$ cat src/rtl/fifo_rr_scheduler.sv
// Round-robin mover from 4 source FIFOs to 4 destination FIFOs, routed by the word's top 2 bits.
// Pop to push takes 2 cycles; pause stalls new grants but lets in-flight words finish.
module fifo_rr_scheduler #(
  parameter int DATA_WIDTH = 6,
  parameter int N_SRC      = 4
) (
  input  logic                        clk,
  input  logic                        reset,
  input  logic [N_SRC-1:0]            src_empty,
  input  logic [N_SRC*DATA_WIDTH-1:0] src_data,
  input  logic [N_SRC-1:0]            dst_pausa,
  output logic [N_SRC-1:0]            src_pop,
  output logic [N_SRC-1:0]            dst_push,
  output logic [DATA_WIDTH-1:0]       data_out,
  output logic [1:0]                  state,
  output logic                        busy
);

  localparam int IW = $clog2(N_SRC);

  typedef enum logic [1:0] {
    IDLE = 2'd0,
    RUN  = 2'd1,
    HOLD = 2'd2
  } state_t;

  state_t                  state_q;
  logic   [1:0]            cooldown [N_SRC];
  logic   [IW-1:0]         last_grant;
  logic                    s1_vld;
  logic   [IW-1:0]         s1_idx;
  logic                    s2_vld;
  logic   [IW-1:0]         s2_idx;
  logic   [N_SRC-1:0]      eligible;
  logic                    grant_vld;
  logic   [IW-1:0]         grant_idx;
  logic   [IW-1:0]         cand;
  logic   [DATA_WIDTH-1:0] word;

  assign state = state_q;

  // Search begins one past the last winner; the final candidate is last_grant itself.
  always_comb begin
    eligible  = '0;
    grant_vld = 1'b0;
    grant_idx = '0;
    cand      = '0;
    for (int i = 0; i < N_SRC; i++) begin
      eligible[i] = !src_empty[i] && (cooldown[i] == 2'd0);
    end
    for (int k = 1; k <= N_SRC; k++) begin
      cand = last_grant + IW'(k);
      if (!grant_vld && eligible[cand]) begin
        grant_vld = 1'b1;
        grant_idx = cand;
      end
    end
  end

  always_comb begin
    word = src_data[s2_idx*DATA_WIDTH +: DATA_WIDTH];
  end

  always_ff @(posedge clk or posedge reset) begin
    if (reset) begin
      state_q    <= IDLE;
      src_pop    <= '0;
      dst_push   <= '0;
      data_out   <= '0;
      busy       <= 1'b0;
      last_grant <= IW'(N_SRC - 1);
      s1_vld     <= 1'b0;
      s1_idx     <= '0;
      s2_vld     <= 1'b0;
      s2_idx     <= '0;
      for (int i = 0; i < N_SRC; i++) begin
        cooldown[i] <= 2'd0;
      end
    end else begin
      for (int i = 0; i < N_SRC; i++) begin
        if (cooldown[i] != 2'd0) cooldown[i] <= cooldown[i] - 2'd1;
      end
      src_pop <= '0;
      s1_vld  <= 1'b0;
      if (|dst_pausa) begin
        state_q <= HOLD;
      end else if (grant_vld) begin
        state_q               <= RUN;
        src_pop               <= N_SRC'(1) << grant_idx;
        s1_vld                <= 1'b1;
        s1_idx                <= grant_idx;
        last_grant            <= grant_idx;
        // Covers the source's 2-cycle empty-flag lag after a pop.
        cooldown[grant_idx]   <= 2'd2;
      end else begin
        state_q <= IDLE;
      end
      s2_vld   <= s1_vld;
      s2_idx   <= s1_idx;
      dst_push <= '0;
      if (s2_vld) begin
        data_out <= word;
        dst_push <= N_SRC'(1) << word[DATA_WIDTH-1 -: 2];
      end
      busy <= (!(|dst_pausa) && grant_vld) || s1_vld;
    end
  end

endmodule
$ cat config.mk
export PLATFORM = sky130hd
export DESIGN_NAME = fifo_rr_scheduler
export DESIGN_NICKNAME = d
export VERILOG_FILES = /design/src/rtl/fifo_rr_scheduler.sv
export SDC_FILE = /design/constraint.sdc
export NUM_CORES = 1
export LEC_CHECK = 0
export ABC_AREA = 1
export CAP_MARGIN = 20
export CORE_MARGIN = 2
export CORE_UTILIZATION = 40
export CTS_CLUSTER_SIZE = 40
export DETAILED_ROUTE_END_ITERATION = 12
export GPL_ROUTABILITY_DRIVEN = 1
export PLACE_DENSITY = 0.74
export SLEW_MARGIN = 10
export SYNTH_ARGS = -nofsm -noshare
export SYNTH_HDL_FRONTEND = slang
export SYNTH_SLANG_ARGS = --single-unit
$ cat constraint.sdc
create_clock -name clk -period 1.69 [get_ports clk]
set_input_delay 0.338 -clock clk [delete_from_list [all_inputs] [get_ports clk]]
set_output_delay 0.338 -clock clk [all_outputs]
set_load 0.005 [all_outputs]
==> results by group, run 1 <==
Global route
  • Antenna violations before repair: 0
  • Wire length of the first global-routing pass: 6210 um
  • Maximum number of pins on one net before global-route repair: 33
  • Overflow left after global routing: 0
  • Number of global-route vias before repair: 1424
  • Overall Global Routing Usage: 0.182

Critical path
  • Category of the worst setup path capture point: flop
  • Category of the worst setup path launch point: flop
  • CP Buf/Inv Count: 3
  • Crit-path leading delay family: flip-flops
  • Crit path cell chain: buf_6, nand2_4, nand2_4, nand3_2, nand2_4, nand3_4, o21ai_4, buf_4, buf_6, nand2_1, nand2_1
  • Crit-path slowest cell: sky130_fd_sc_hd__dfstp_2
  • Max stage delay on crit path: 0.60 ns
  • Worst Path Arrival: 2.03 ns
  • Cell seen most often among critical-path stages: sky130_fd_sc_hd__nand2_4
  • Maximum fanout count along the critical path: 5
  • Required time of the critical path: 1.91 ns
  • Category of the most critical setup path: reg2reg

Timing
  • Final-report hold violation count: 0
  • Relative slew margins: 0.731
  • Worst Skew: 0.00390 ns
  • WHS: 0.372 ns
  • Slack of the critical path: -0.120 ns
  • Time the worst path needs with I/O delays and setup: 1.81 ns
  • Setup TNS: -1.03 ns
  • Number of failing setup endpoints in the final timing report: 13
  • Final count of pins violating max slew: 0
  • Final period util: 1.07
  • Highest clock frequency the design can meet: 0.552 GHz
  • Pin slew with the least headroom to its limit: 0.403 ns
  • Unrepaired setup endpoints after global routing: yes

Floorplanning
  • Vertical extent of the die: 68.0 um
  • Count of pins on the block boundary: 51
  • Floorplan die width: 68.0 um
  • Placeable core region: 3970 um2
  • Die area: 4630 um2
  • Number of rows created at floorplan: 23
  • Initial standard-cell utilization of the core: 0.413

Routing
  • Iteration count of the initial detailed-routing pass: 4
  • Vias post-DR: 1566
  • Wire length per cell after detailed routing: 13.4 um
  • Residual DRC count: 0
  • Final Routed Wirelength: 4350 um
  • Number of DRC markers in iteration 0: 50
  • DR vias/cell: 4.82
  • Count of antenna-violating nets left after detailed routing: 0

Synthesis
  • Post-synth cell types: 25
  • Number of instances in the synthesized netlist: 201
  • Synth Area in Adders: 0
  • Synthesized-area fraction occupied by ao, oa, aoi and oai cells: 0.0664
  • Number of enable flip-flop cells after synthesis: 0
  • Cell type contributing the most total cell area after synthesis: sky130_fd_sc_hd__dfrtp_1
  • List of most frequent post-synthesis cells: 48 x sky130_fd_sc_hd__nand2_1, 37 x sky130_fd_sc_hd__nor2_1, 30 x sky130_fd_sc_hd__dfrtp_1
  • Multiplexer share of the synthesized area: 0
  • Number of register bits inferred by synthesis: 32
  • Average size of a mapped cell: 8.15 um2
  • Seq/Total Area, Yosys: 0.490
  • Leading register cell type out of synthesis: sky130_fd_sc_hd__dfrtp_1
  • Largest family of logic cells by synthesized area: simple AND/OR/NAND/NOR gates
  • Synth Area in Simple Gates: 0.363
  • Leading cell types by total area after synthesis: sky130_fd_sc_hd__dfrtp_1 46%, sky130_fd_sc_hd__nand2_1 11%, sky130_fd_sc_hd__nor2_1 8.5%
  • Total nets after synthesis: 235
  • Post-Syn Area: 1640 um2
  • Synth top area share: 0.458
  • Synth Area in XOR/XNOR: 0
  • Yosys synthesis warning count: 0
  • Async set-reset flop share out of synthesis: 1.00
  • Most numerous cell in the Yosys netlist: sky130_fd_sc_hd__nand2_1

Status
  • Result of the run: finished with violations
  • Violations in the final reports: setup timing

Layout
  • Ratio of cells with drive above 1 in the final layout: 0.302
  • Ant. Diodes: 0
  • Layout-stage area growth over the synthesis result: 62.9%
  • Total number of nets in the final design: 308
  • Number of fill cells in the layout: 326

Clocking
  • Insertion delay of the later-clocked pin in the worst-skew pair: 0.28 ns
  • Clock tree sinks: 32
  • CTS Root Cell: sky130_fd_sc_hd__clkbuf_8
  • Number of levels the H-tree was split into: 2
  • Maximum buffer depth of the clock tree: 2
  • Clock tree from TritonCTS: built
  • Number of buffers created by CTS: 5
  • Clock transition at the registers of the reported paths: 0.07 ns
  • Hold_buf cts: 0

Pwr
  • Power Dens Cells: 1580 nW/um2
  • Leakage component of the power: 1.27 nW
  • Largest vdd supply drop: 1.15 mV

Job
  • Max_cap viols: 0

Placed design
  • Post-detail-place hpwl: 2800 um
  • Global placer's final weighted congestion: 0.890
  • IO buf count: 50

Min path
  • HP Class: reg2reg
[worst register-to-register path, delay by kind of cell, from the launching register on]
family,cells,cell delay (ns)
buf+inv,3,0.39
compound gates,1,0.21
simple gates,7,0.55
flops,1,0.60
[worst paths after layout]
| check | from | end | slack (ns) | cells after the start |
|---|---|---|---|---|
| setup / recovery | last_grant[0]$_DFFE_PP1P_ | s1_idx[1]$_DFFE_PP0P_ | -0.12 | 11 |
| hold / removal | s1_idx[1]$_DFFE_PP0P_ | s2_idx[1]$_DFF_PP0_ | 0.37 | 0 |
| setup reg to reg | last_grant[0]$_DFFE_PP1P_ | s1_idx[1]$_DFFE_PP0P_ | -0.12 | 11 |
| hold reg to reg | s1_idx[1]$_DFFE_PP0P_ | s2_idx[1]$_DFF_PP0_ | 0.37 | 0 |
| max in group asynchronous | reset | last_grant[0]$_DFFE_PP1P_ | 1.07 | 3 |
| min in group asynchronous | reset | data_out[2]$_DFFE_PP0P_ | 0.38 | 3 |
[cell usage in the layout (no fill, tap or decap), types with 3 or more instances in the layout]
| cell | count |
|---|---|
| sky130_fd_sc_hd__nand4_1 | 3 |
| sky130_fd_sc_hd__a31oi_1 | 4 |
| sky130_fd_sc_hd__buf_4 | 16 |
| sky130_fd_sc_hd__dfrtp_1 | 30 |
| sky130_fd_sc_hd__clkdlybuf4s50_1 | 50 |
| sky130_fd_sc_hd__nand2_1 | 33 |
| sky130_fd_sc_hd__nor2_1 | 33 |
| sky130_fd_sc_hd__nand2_2 | 14 |
| sky130_fd_sc_hd__clkbuf_8 | 5 |
| sky130_fd_sc_hd__nand3_2 | 8 |
| sky130_fd_sc_hd__buf_6 | 3 |
| sky130_fd_sc_hd__nand2_4 | 9 |
| sky130_fd_sc_hd__nand3_1 | 8 |
| sky130_fd_sc_hd__o21ai_0 | 8 |
| sky130_fd_sc_hd__inv_1 | 18 |
| sky130_fd_sc_hd__nor2_2 | 4 |
| sky130_fd_sc_hd__nand3_4 | 9 |
[routing by layer]
metal	global-route usage	share of wire
met1	0.216	0.39
met2	0.300	0.50
met3	0.0658	0.089
met4	0.0700	0.020
met5	0	0
[registers in the layout (all words and copies together), names as in the netlist]
| register | flops |
|---|---|
| s1_idx | 2 |
| data_out | 6 |
| busy | 1 |
| last_grant | 2 |
| s2_vld | 1 |
| s2_idx | 2 |
| src_pop | 4 |
| dst_push | 4 |
| cooldown | 8 |
| state | 2 |
[logic make-up (layout without fill, tap and decap cells)]
logic type,count (synthesis),count (layout)
flops,32,32
buf+inv,28,102
compound gates,18,18
simple gates,123,123
[power by group]
part | leakage (nW) | total, W | internal [W] | switching, W
registers | 0.409 | 0.00112 | 0.000957 | 0.000162
clock network | 0.0541 | 0.000720 | 0.000436 | 0.000284
logic | 0.811 | 0.00238 | 0.00106 | 0.00132
total | 1.27 | 0.00422 | 0.00245 | 0.00177
[stage by stage]
stage                     cell area (um2)   util  setup WS (ns)  std cells  total power [W]
after floorplan                      1640      -         0.0339        201          0.00224
after CTS                            2410  0.606         -0.132        315          0.00360
after global routing                 2670  0.672         -0.217        325          0.00453
after global placement               2250  0.567         -0.231        305          0.00279
after detailed placement             2250  0.567         -0.276        305          0.00281
final                                2670  0.672         -0.120        325          0.00422
[area by class of cell]
cell class | instances | area (um2) | share of cell area
multi-input cells | 141 | 895 | 0.335
inverters | 23 | 104 | 0.0389
flip-flops and latches | 32 | 803 | 0.301
repair buffers | 71 | 694 | 0.260
clock buffers | 5 | 68.8 | 0.0258
clock inverters | 3 | 42.5 | 0.0159
well taps | 50 | 62.6 | 0.0234
[timing repair]
| action | CTS | global route |
|---|---|---|
| buffers inserted | 2 | 10 |
| setup endpoints to repair | 13 | 14 |
| pin swaps | 4 | 15 |
| gates resized for setup | 6 | 46 |
(Power assumes the default switching activity.)
==> inputs of run 2 (changes only) <==
Settings changed: CORE_UTILIZATION 40 to 42, GPL_ROUTABILITY_DRIVEN 1 to 0, PLACE_DENSITY 0.74 to 0.77.
==> results by group, run 2 (synthesized netlist as in run 1, its figures left out) <==
Status
  • Result of the run: finished with violations
  • Violations in the final reports: setup timing

Floorplanning
  • Initial standard-cell utilization of the core: 0.441
  • Floorplan die width: 66.5 um
  • Die area: 4420 um2
  • Vertical extent of the die: 66.5 um
  • Number of rows created at floorplan: 22
  • Placeable core region: 3720 um2
  • Count of pins on the block boundary: 51

Timing
  • Number of failing setup endpoints in the final timing report: 9
  • Pin slew with the least headroom to its limit: 0.383 ns
  • Worst Skew: 0.00578 ns
  • Setup TNS: -0.216 ns
  • Time the worst path needs with I/O delays and setup: 1.78 ns
  • Slack of the critical path: -0.0895 ns
  • Final period util: 1.05
  • Final count of pins violating max slew: 0
  • Final-report hold violation count: 0
  • Highest clock frequency the design can meet: 0.562 GHz
  • Relative slew margins: 0.745
  • Unrepaired setup endpoints after global routing: yes

Layout
  • Ant. Diodes: 0
  • Largest register FFs: 8
  • Biggest regs: cooldown x8, data_out x6
  • Non-filler cells in the finished layout: 313
  • Layout-stage area growth over the synthesis result: 54.4%
  • Ratio of cells with drive above 1 in the final layout: 0.249
  • Commonest non-fill, non-tap cells in the layout: 50 x sky130_fd_sc_hd__clkdlybuf4s50_1, 40 x sky130_fd_sc_hd__nand2_1, 32 x sky130_fd_sc_hd__nor2_1
  • Total number of nets in the final design: 299
  • Commonest non-fill, non-tap cell in the layout: sky130_fd_sc_hd__clkdlybuf4s50_1
  • Register name with the most flops: cooldown

Routing
  • Vias post-DR: 1510
  • Residual DRC count: 0
  • Wire length per cell after detailed routing: 12.1 um
  • Number of DRC markers in iteration 0: 54
  • Iteration count of the initial detailed-routing pass: 4
  • DR vias/cell: 4.82
  • Final Routed Wirelength: 3790 um
  • Count of antenna-violating nets left after detailed routing: 0

Min path
  • HP Class: reg2reg

Critical path
  • Worst Path Arrival: 1.94 ns
  • Category of the worst setup path capture point: flop
  • Worst reg-to-reg setup slack: -0.09 ns
  • Category of the worst setup path launch point: flop
  • Maximum fanout count along the critical path: 8
  • Required time of the critical path: 1.85 ns
  • Category of the most critical setup path: reg2reg

Clocking
  • Number of levels the H-tree was split into: 2
  • Clock tree sinks: 32
  • Hold_buf cts: 0
  • Number of buffers created by CTS: 5
  • Maximum buffer depth of the clock tree: 2
  • Insertion delay of the later-clocked pin in the worst-skew pair: 0.28 ns
  • CTS Root Cell: sky130_fd_sc_hd__clkbuf_8
  • Clock transition at the registers of the reported paths: 0.06 ns
  • Clock tree from TritonCTS: built

Pwr
  • Cell Int Power: 0.00221 W
  • Part of the power in combinational logic: 0.580
  • Power Dens Cells: 1510 nW/um2
  • Clk network pwr share: 0.137
  • Switching part of the total: 0.423
  • Sequential share of power: 0.283
  • Leakage component of the power: 1.21 nW
  • Largest vdd supply drop: 0.956 mV
  • P_sw: 0.00162 W

Global route
  • Overall Global Routing Usage: 0.184
  • Number of global-route vias before repair: 1390
  • Wire length of the first global-routing pass: 6150 um
  • Most crowded layer after global routing: met2
  • Met2 track demand over resource: 0.305
  • Maximum number of pins on one net before global-route repair: 33
  • Global routing usage on met1: 0.222
  • GR Util met3: 0.0591
  • Antenna violations before repair: 0
  • Overflow left after global routing: 0

Placed design
  • Number of cells in the design after placement: 302
  • Post-detail-place hpwl: 2660 um
  • IO buf count: 50
  • Worst slack at placement: -0.251 ns

Job
  • Max_cap viols: 0
-- run 2: repair_timing --
action / CTS / global route
pin swaps: 3 / 10
cloned: 0 / 0
buffers inserted: 3 / 1
resized for setup: 25 / 16
setup endpoints to repair: 13 / 13
-- run 2: path summary, 6_finish.rpt --
| check | from | to | cells past startpoint |
|---|---|---|---|
| max in group asynchronous | reset | last_grant[0]$_DFFE_PP1P_ | 3 |
| worst min register to register | s1_idx[1]$_DFFE_PP0P_ | s2_idx[1]$_DFF_PP0_ | 0 |
| min in group asynchronous | reset | s1_idx[1]$_DFFE_PP0P_ | 3 |
| worst max register to register | last_grant[0]$_DFFE_PP1P_ | busy$_DFF_PP0_ | 9 |
| worst min-delay path | s1_idx[1]$_DFFE_PP0P_ | s2_idx[1]$_DFF_PP0_ | 0 |
| worst max-delay path | last_grant[0]$_DFFE_PP1P_ | busy$_DFF_PP0_ | 9 |
-- run 2: cell type report --
type | instances | area [um2]
clock buffers | 6 | 72.6
clock inverters | 1 | 5.00
fillers | 323 | 1180
inverters | 23 | 101
multi-input cells | 141 | 870
flip-flops and latches | 32 | 803
well taps | 48 | 60.1
repair buffers | 62 | 619
-- run 2: per-layer routing --
metal  wire [um]  up-vias  part of all wire
li1            -      763                 -
met3         297        9             0.078
met1        1600      687              0.42
met2        1820       51              0.48
met4          76        0             0.020
met5           0        -                 0
-- run 2: through the flow --
step | power [W] | hold WS [ns] | utilization | instance area [um2]
4_1_cts | 0.00364 | 0.374 | 0.659 | 2450
3_3_place_gp | 0.00275 | 0.363 | 0.600 | 2230
5_1_grt | 0.00414 | 0.389 | 0.681 | 2530
2_1_floorplan | 0.00224 | 0.354 | - | 1640
3_5_place_dp | 0.00277 | 0.360 | 0.600 | 2230
6_report | 0.00383 | 0.376 | 0.681 | 2530
-- run 2: worst max-delay path: stages, from the launching register on --
cell and delay (ns):
sky130_fd_sc_hd__dfstp_2 0.54, sky130_fd_sc_hd__buf_12 0.15, sky130_fd_sc_hd__inv_12 0.06, sky130_fd_sc_hd__nand3_4 0.11, sky130_fd_sc_hd__nand3_2 0.11, sky130_fd_sc_hd__nand2_4 0.10, sky130_fd_sc_hd__nand3_4 0.09, sky130_fd_sc_hd__o21ai_4 0.23
sky130_fd_sc_hd__inv_4 0.07, sky130_fd_sc_hd__or2_1 0.20
-- run 2: power by group through the flow --
stage                     Clock [W]  Combinational [W]  Sequential (W)
after CTS                  0.000544            0.00201         0.00108
final                      0.000524            0.00222         0.00109
after floorplan                   0            0.00116         0.00108
after global placement            0            0.00161         0.00113
after detailed placement          0            0.00164         0.00113
after global routing       0.000588            0.00244         0.00111
